--- config.mk ---
export PLATFORM = sky130hd
export DESIGN_NAME = multi_digit_lock
export DESIGN_NICKNAME = d
export VERILOG_FILES = /design/src/rtl/multi_digit_lock.sv
export SDC_FILE = /design/constraint.sdc
export NUM_CORES = 1
export LEC_CHECK = 0
export CORE_ASPECT_RATIO = 0.75
export CORE_MARGIN = 3
export CORE_UTILIZATION = 45
export DETAILED_ROUTE_END_ITERATION = 12
export PLACE_DENSITY = 0.69
export SKIP_LAST_GASP = 1
export SLEW_MARGIN = 20
export SYNTH_ARGS = -nofsm -noshare
export SYNTH_HDL_FRONTEND = slang
export SYNTH_SLANG_ARGS = --single-unit
--- constraint.sdc ---
create_clock -name clk -period 3.8 [get_ports clk]
set_input_delay 0.76 -clock clk [delete_from_list [all_inputs] [get_ports clk]]
set_output_delay 0.76 -clock clk [all_outputs]
set_load 0.02 [all_outputs]
--- src/rtl/multi_digit_lock.sv ---
// Keypad lock: buffers a multi-digit entry, compares on enter, counts failures and enforces a timed lockout.
// Optional AUTO_RELOCK_EN macro adds an idle timer that relocks after RELOCK_CYCLES quiet cycles in UNLOCKED.
module multi_digit_lock #(
  parameter int unsigned DIGIT_W        = 4,
  parameter int unsigned CODE_LEN       = 4,
  parameter logic [CODE_LEN*DIGIT_W-1:0] DEFAULT_CODE = 16'h1A2B,
  parameter int unsigned MAX_TRIES      = 3,
  parameter int unsigned LOCKOUT_CYCLES = 1000,
  parameter int unsigned RELOCK_CYCLES  = 5000
) (
  input  logic                              clk,
  input  logic                              reset,
  input  logic                              digit_valid,
  input  logic [DIGIT_W-1:0]                digit,
  input  logic                              enter,
  input  logic                              clear,
  input  logic                              lock,
  input  logic                              set_code,
  output logic                              unlocked,
  output logic                              wrong_code,
  output logic                              code_set,
  output logic                              locked_out,
  output logic [$clog2(CODE_LEN+1)-1:0]     digit_count,
  output logic [$clog2(MAX_TRIES+1)-1:0]    tries_left
);

  localparam int unsigned CODE_W = CODE_LEN * DIGIT_W;
  localparam int unsigned CNT_W  = $clog2(CODE_LEN + 1);
  localparam int unsigned TRY_W  = $clog2(MAX_TRIES + 1);
  localparam int unsigned TMR_W  = (LOCKOUT_CYCLES > 1) ? $clog2(LOCKOUT_CYCLES) : 1;

  typedef enum logic [1:0] {
    ST_LOCKED   = 2'd0,
    ST_UNLOCKED = 2'd1,
    ST_LOCKOUT  = 2'd2
  } state_e;

  state_e             state_q, state_d;
  logic [CODE_W-1:0]  buf_q, buf_d;
  logic [CNT_W-1:0]   cnt_q, cnt_d;
  logic [CODE_W-1:0]  code_q, code_d;
  logic [TRY_W-1:0]   tries_q, tries_d;
  logic [TMR_W-1:0]   timer_q, timer_d;
  logic               wrong_q, wrong_d;
  logic               set_q, set_d;
  logic               unl_q, lo_q;

  logic               ctrl_c;
  logic               full_c;
  logic               dig_ok_c;
  logic [CODE_W-1:0]  buf_shift_c;

`ifdef AUTO_RELOCK_EN
  localparam int unsigned IDLE_W = (RELOCK_CYCLES > 1) ? $clog2(RELOCK_CYCLES) : 1;
  logic [IDLE_W-1:0]  idle_q, idle_d;
  logic               act_c;
  assign act_c = digit_valid | set_code | clear | lock;
`endif

  // Any control strobe outranks a digit arriving in the same cycle.
  assign ctrl_c      = clear | enter | lock | set_code;
  assign full_c      = (cnt_q == CNT_W'(CODE_LEN));
  assign dig_ok_c    = digit_valid && !ctrl_c && !full_c;
  assign buf_shift_c = (buf_q << DIGIT_W) | CODE_W'(digit);

  always_ff @(posedge clk or posedge reset) begin
    if (reset) begin
      state_q <= ST_LOCKED;
      buf_q   <= '0;
      cnt_q   <= '0;
      code_q  <= DEFAULT_CODE;
      tries_q <= TRY_W'(MAX_TRIES);
      timer_q <= '0;
      wrong_q <= 1'b0;
      set_q   <= 1'b0;
      unl_q   <= 1'b0;
      lo_q    <= 1'b0;
    end else begin
      state_q <= state_d;
      buf_q   <= buf_d;
      cnt_q   <= cnt_d;
      code_q  <= code_d;
      tries_q <= tries_d;
      timer_q <= timer_d;
      wrong_q <= wrong_d;
      set_q   <= set_d;
      unl_q   <= (state_d == ST_UNLOCKED);
      lo_q    <= (state_d == ST_LOCKOUT);
    end
  end

`ifdef AUTO_RELOCK_EN
  always_ff @(posedge clk or posedge reset) begin
    if (reset) idle_q <= '0;
    else       idle_q <= idle_d;
  end
`endif

  always_comb begin
    state_d = state_q;
    buf_d   = buf_q;
    cnt_d   = cnt_q;
    code_d  = code_q;
    tries_d = tries_q;
    timer_d = timer_q;
    wrong_d = 1'b0;
    set_d   = 1'b0;
`ifdef AUTO_RELOCK_EN
    idle_d  = '0;
`endif
    unique case (state_q)
      ST_LOCKED: begin
        if (clear) begin
          buf_d = '0;
          cnt_d = '0;
        end else if (enter) begin
          buf_d = '0;
          cnt_d = '0;
          if (full_c && (buf_q == code_q)) begin
            state_d = ST_UNLOCKED;
            tries_d = TRY_W'(MAX_TRIES);
          end else begin
            wrong_d = 1'b1;
            if (tries_q <= TRY_W'(1)) begin
              state_d = ST_LOCKOUT;
              tries_d = '0;
              timer_d = TMR_W'(LOCKOUT_CYCLES - 1);
            end else begin
              tries_d = tries_q - TRY_W'(1);
            end
          end
        end else if (dig_ok_c) begin
          buf_d = buf_shift_c;
          cnt_d = cnt_q + CNT_W'(1);
        end
      end
      ST_UNLOCKED: begin
        if (clear) begin
          buf_d = '0;
          cnt_d = '0;
        end else if (lock) begin
          state_d = ST_LOCKED;
          buf_d   = '0;
          cnt_d   = '0;
        end else if (set_code && full_c) begin
          code_d = buf_q;
          set_d  = 1'b1;
          buf_d  = '0;
          cnt_d  = '0;
        end else if (dig_ok_c) begin
          buf_d = buf_shift_c;
          cnt_d = cnt_q + CNT_W'(1);
        end
`ifdef AUTO_RELOCK_EN
        // Quiet cycles accumulate; an enter alone does not count as activity.
        if (!act_c) begin
          if (idle_q == IDLE_W'(RELOCK_CYCLES - 1)) begin
            state_d = ST_LOCKED;
            buf_d   = '0;
            cnt_d   = '0;
          end else begin
            idle_d = idle_q + IDLE_W'(1);
          end
        end
`endif
      end
      ST_LOCKOUT: begin
        buf_d = '0;
        cnt_d = '0;
        if (timer_q == '0) begin
          state_d = ST_LOCKED;
          tries_d = TRY_W'(MAX_TRIES);
        end else begin
          timer_d = timer_q - TMR_W'(1);
        end
      end
      default: begin
        state_d = ST_LOCKED;
        buf_d   = '0;
        cnt_d   = '0;
      end
    endcase
  end

  assign unlocked    = unl_q;
  assign wrong_code  = wrong_q;
  assign code_set    = set_q;
  assign locked_out  = lo_q;
  assign digit_count = cnt_q;
  assign tries_left  = tries_q;

endmodule

==> flow_summary.toml <==
[synth]
yosysUniqueCellTypes = 37
ys_seq_elements = 53
syn_area_mm2 = 0.002556
seq_area_frac_synth_pct = 52.33
yosys.area.top_type_share_pct = 43.07
yosys_warnings = 0
syn-instance-count = 258
syn_area_per_cell_um2 = 9.908
syn-num-nets = 273
synthTopCellsByArea = "dfrtp_1 43%, dfstp_2 9.3%, nand2_1 8.8%, mux2i_1 6.7%, xor2_1 4.8%"
synth_area_leader_cell = "dfrtp_1"

[sta]
setup_tns_ns = 0
worst_pin_slew_ns = 0.9155
fin_skew_ns = 0.01104
finalSetupViolCount = 0
fmax_mhz = 427.9
period_needed_ns = 2.337
finalCritPeriodShare_pct = 61.50
finalHoldViolCount = 0
rsz0062_at_grt = "no"
relSlewSlack_pct = 38.97
slew_violations = 0

[min_path]
min_path_type = "reg2reg"
hp-start = "code_q[11]$_DFFE_PP1P_"

[global_routing]
first_global_vias = 1737
grt_max_degree = 37
grt_pass1_wl_mm = 8.073
grt_overflow = 0
antenna_found_initial = 0
grt_use_total_pct = 15.27

[detailed_routing]
vias_per_cell = 4.919
drt_iter0_markers = 99
antenna_left = 0
routedWlPerCell_um = 13.19
drtPass1Iterations = 4
vias = 1751
drc_errors = 0
wl_mm = 4.694

[job]
maxCapViolCount = 0

[clocking]
cts_repair_resize_count = 0
clock_sinks = 53
hold_buffers = 0
cts_tree = "yes"
post-cts-setup-buffers = 0
cts-buffers-inserted = 5
worstSkewPairLatency_ns = 0.31
clk_pin_slew_ns = 0.09
htree_levels = 2
cts_root_buf = "clkbuf_8"
clk_path_buf_depth = 2

[critical_path]
cp_max_fo = 13
cp_slowest_cell = "clkdlybuf4s50_1"
worstPathArrival_ns = 2.49
crit-reg2reg-launch = "digit_count[0]$_DFF_PP0_"
cp-start-kind = "input port"
crit_type = "in2reg"
worstSetupStartpoint = "clear"
crit_path_end_kind = "flip-flop"
slowest_delay_ns = 0.49
cp_cell_sequence = "clkdlybuf4s50_1 > nor3_1 > nand4_1 > buf_4 > mux2i_1 > nor2_1"
worstPathRequired_ns = 3.95

[layout]
drive_above_1_share_pct = 11.03
final_nets = 295
nFillCells = 507
antennaDiodeCount = 0
design_area_mm2 = 0.002940
areaGrowthSynthToFinish_pct = 15.03

[power_and_ir_drop]
p_int_mw = 0.9540
comb_power_share_pct = 19.8
finalPower_mw = 1.346
clock_power_share_pct = 28.3
switching_share_pct = 29.12
seqPwrFrac_pct = 52.0
net-switching-power_mw = 0.3919
pwr_density_cell_mw_per_mm2 = 457.7
p_leak_nw = 1.473
ir_worst_vdd_uv = 219.6

[place]
placed_cell_area_mm2 = 0.002829
gp_congestion = 0.7869
portBuffers = 19
post-dp-hpwl_mm = 3.330

[floorplan]
die-height_um = 71.27
boundaryPins = 20
die_w_um = 93.03
die_area_mm2 = 0.006630
num_rows = 23
fp.coreArea_mm2 = 0.005410
start_util_pct = 47.25

[outcome]
status = "finished, final reports clean"
[Yosys cell counts]
cell      instances
and3_1            1
clkbuf_1          3
nor2_1           29
inv_1            10
mux2_2            1
inv_2             2
nand4b_1          2
nand2b_1          2
o21ai_0           2
or3_1             2
xnor2_1          11
nor3b_1           1
buf_2             3
nor2b_1           2
xor2_1           14
nand3_2           1
nand3_1           3
o21ai_2           1
dfrtp_1          44
buf_4             1
or2_1             1
o21a_1            2
nand2_1          60
a31oi_1           2
mux2i_1          17
o21ai_1           1
nand4_1           4
o211ai_4          1
nor3_2            2
a21oi_1           7
ha_1              4
nand2_2           1
nor3_1            7
and2_1            2
nor4_4            2
dfstp_2           9
nor4_1            1
[power by group through the flow]
stage / logic [mW] / registers [mW] / clock network [mW]
5_1_grt: 0.301 / 0.712 / 0.413
2_1_floorplan: 0.178 / 0.712 / 0
3_5_place_dp: 0.267 / 0.711 / 0
3_3_place_gp: 0.267 / 0.707 / 0
4_1_cts: 0.270 / 0.700 / 0.389
6_report: 0.266 / 0.700 / 0.380
[routing by layer]
metal  vias to the layer above  routed length, um  track usage [%]
li1                        882                  -                -
met1                       833               2439            22.01
met2                        30               2005            23.54
met3                         6                201            3.568
met4                         0                 48            3.902
met5                         -                  0                0
[final timing paths]
path / end / slack [ns] / cells past startpoint
max: buf_q[6]$_DFF_PP0_ / 1.46 / 6
min in group asynchronous: code_q[4]$_DFFE_PP0P_ / 0.88 / 2
min reg2reg: code_q[11]$_DFFE_PP1P_ / 0.47 / 2
max reg2reg: buf_q[0]$_DFF_PP0_ / 1.82 / 6
min: code_q[11]$_DFFE_PP1P_ / 0.47 / 2
max in group asynchronous: tries_left[0]$_DFFE_PP1P_ / 2.14 / 3
[final cells by class]
type                    count  area (um^2)  area share (%)
multi-input cells         186         1140           38.77
inverters                  12        45.04           1.532
well taps                  75        93.84           3.191
flip-flops and latches     53         1338           45.49
clock inverters             2        38.79           1.319
repair buffers             22        212.7           7.234
clock buffers               6        72.57           2.468
[cells in the final DEF, fill, tap and decap left out, drive strengths merged, types with 2 or more instances in the layout]
cell type / n
nor3: 9
o21a: 2
nand4b: 2
dfrtp: 44
a31oi: 2
nand2b: 2
a21oi: 7
clkdlybuf4s50: 19
buf: 3
inv: 12
mux2i: 17
xor2: 14
dfstp: 9
clkbuf: 6
xnor2: 11
o21ai: 4
ha: 4
or3: 2
nand3: 4
nor4: 3
nand2: 61
nor2b: 2
nand4: 4
and2: 2
nor2: 29
[cells by family (layout without fill, tap and decap cells)]
logic type / count (synthesis) / in the layout / synth area share, %
and+or+nand+nor: 123 / 123 / 22.76
DFF: 53 / 53 / 52.33
xor gates and xnor gates: 25 / 25 / 8.566
buffers and inverters: 19 / 42 / 3.084
muxes: 18 / 18 / 7.097
AOI/OAI and AO/OA: 16 / 16 / 4.209
adders and majority gates: 4 / 4 / 1.958
[sequential cells by signal, summed over array words and instances (netlist names)]
name         cells
code_q          16
buf_q           16
wrong_code       1
timer_q         10
locked_out       1
code_set         1
tries_left       2
unlocked         1
digit_count      3
state_q          2
[critical path, delay by kind of cell]
family	cells	cell delay (ns)
AND/OR/NAND/NOR	3	0.67
buffers and inverters	2	0.88
multiplexers	1	0.16
[stage by stage]
step / setup slack [ns] / instances / hold slack (ns) / util, %
5_1_grt: 1.302 / 356 / 0.4897 / 54.35
2_1_floorplan: 1.769 / 258 / 0.4455 / -
3_5_place_dp: 1.127 / 348 / 0.4539 / 52.29
6_report: 1.463 / 356 / 0.4671 / 54.35
3_3_place_gp: 1.142 / 348 / 0.4526 / 52.29
4_1_cts: 1.452 / 356 / 0.4687 / 54.35
(Power assumes the default switching activity.)
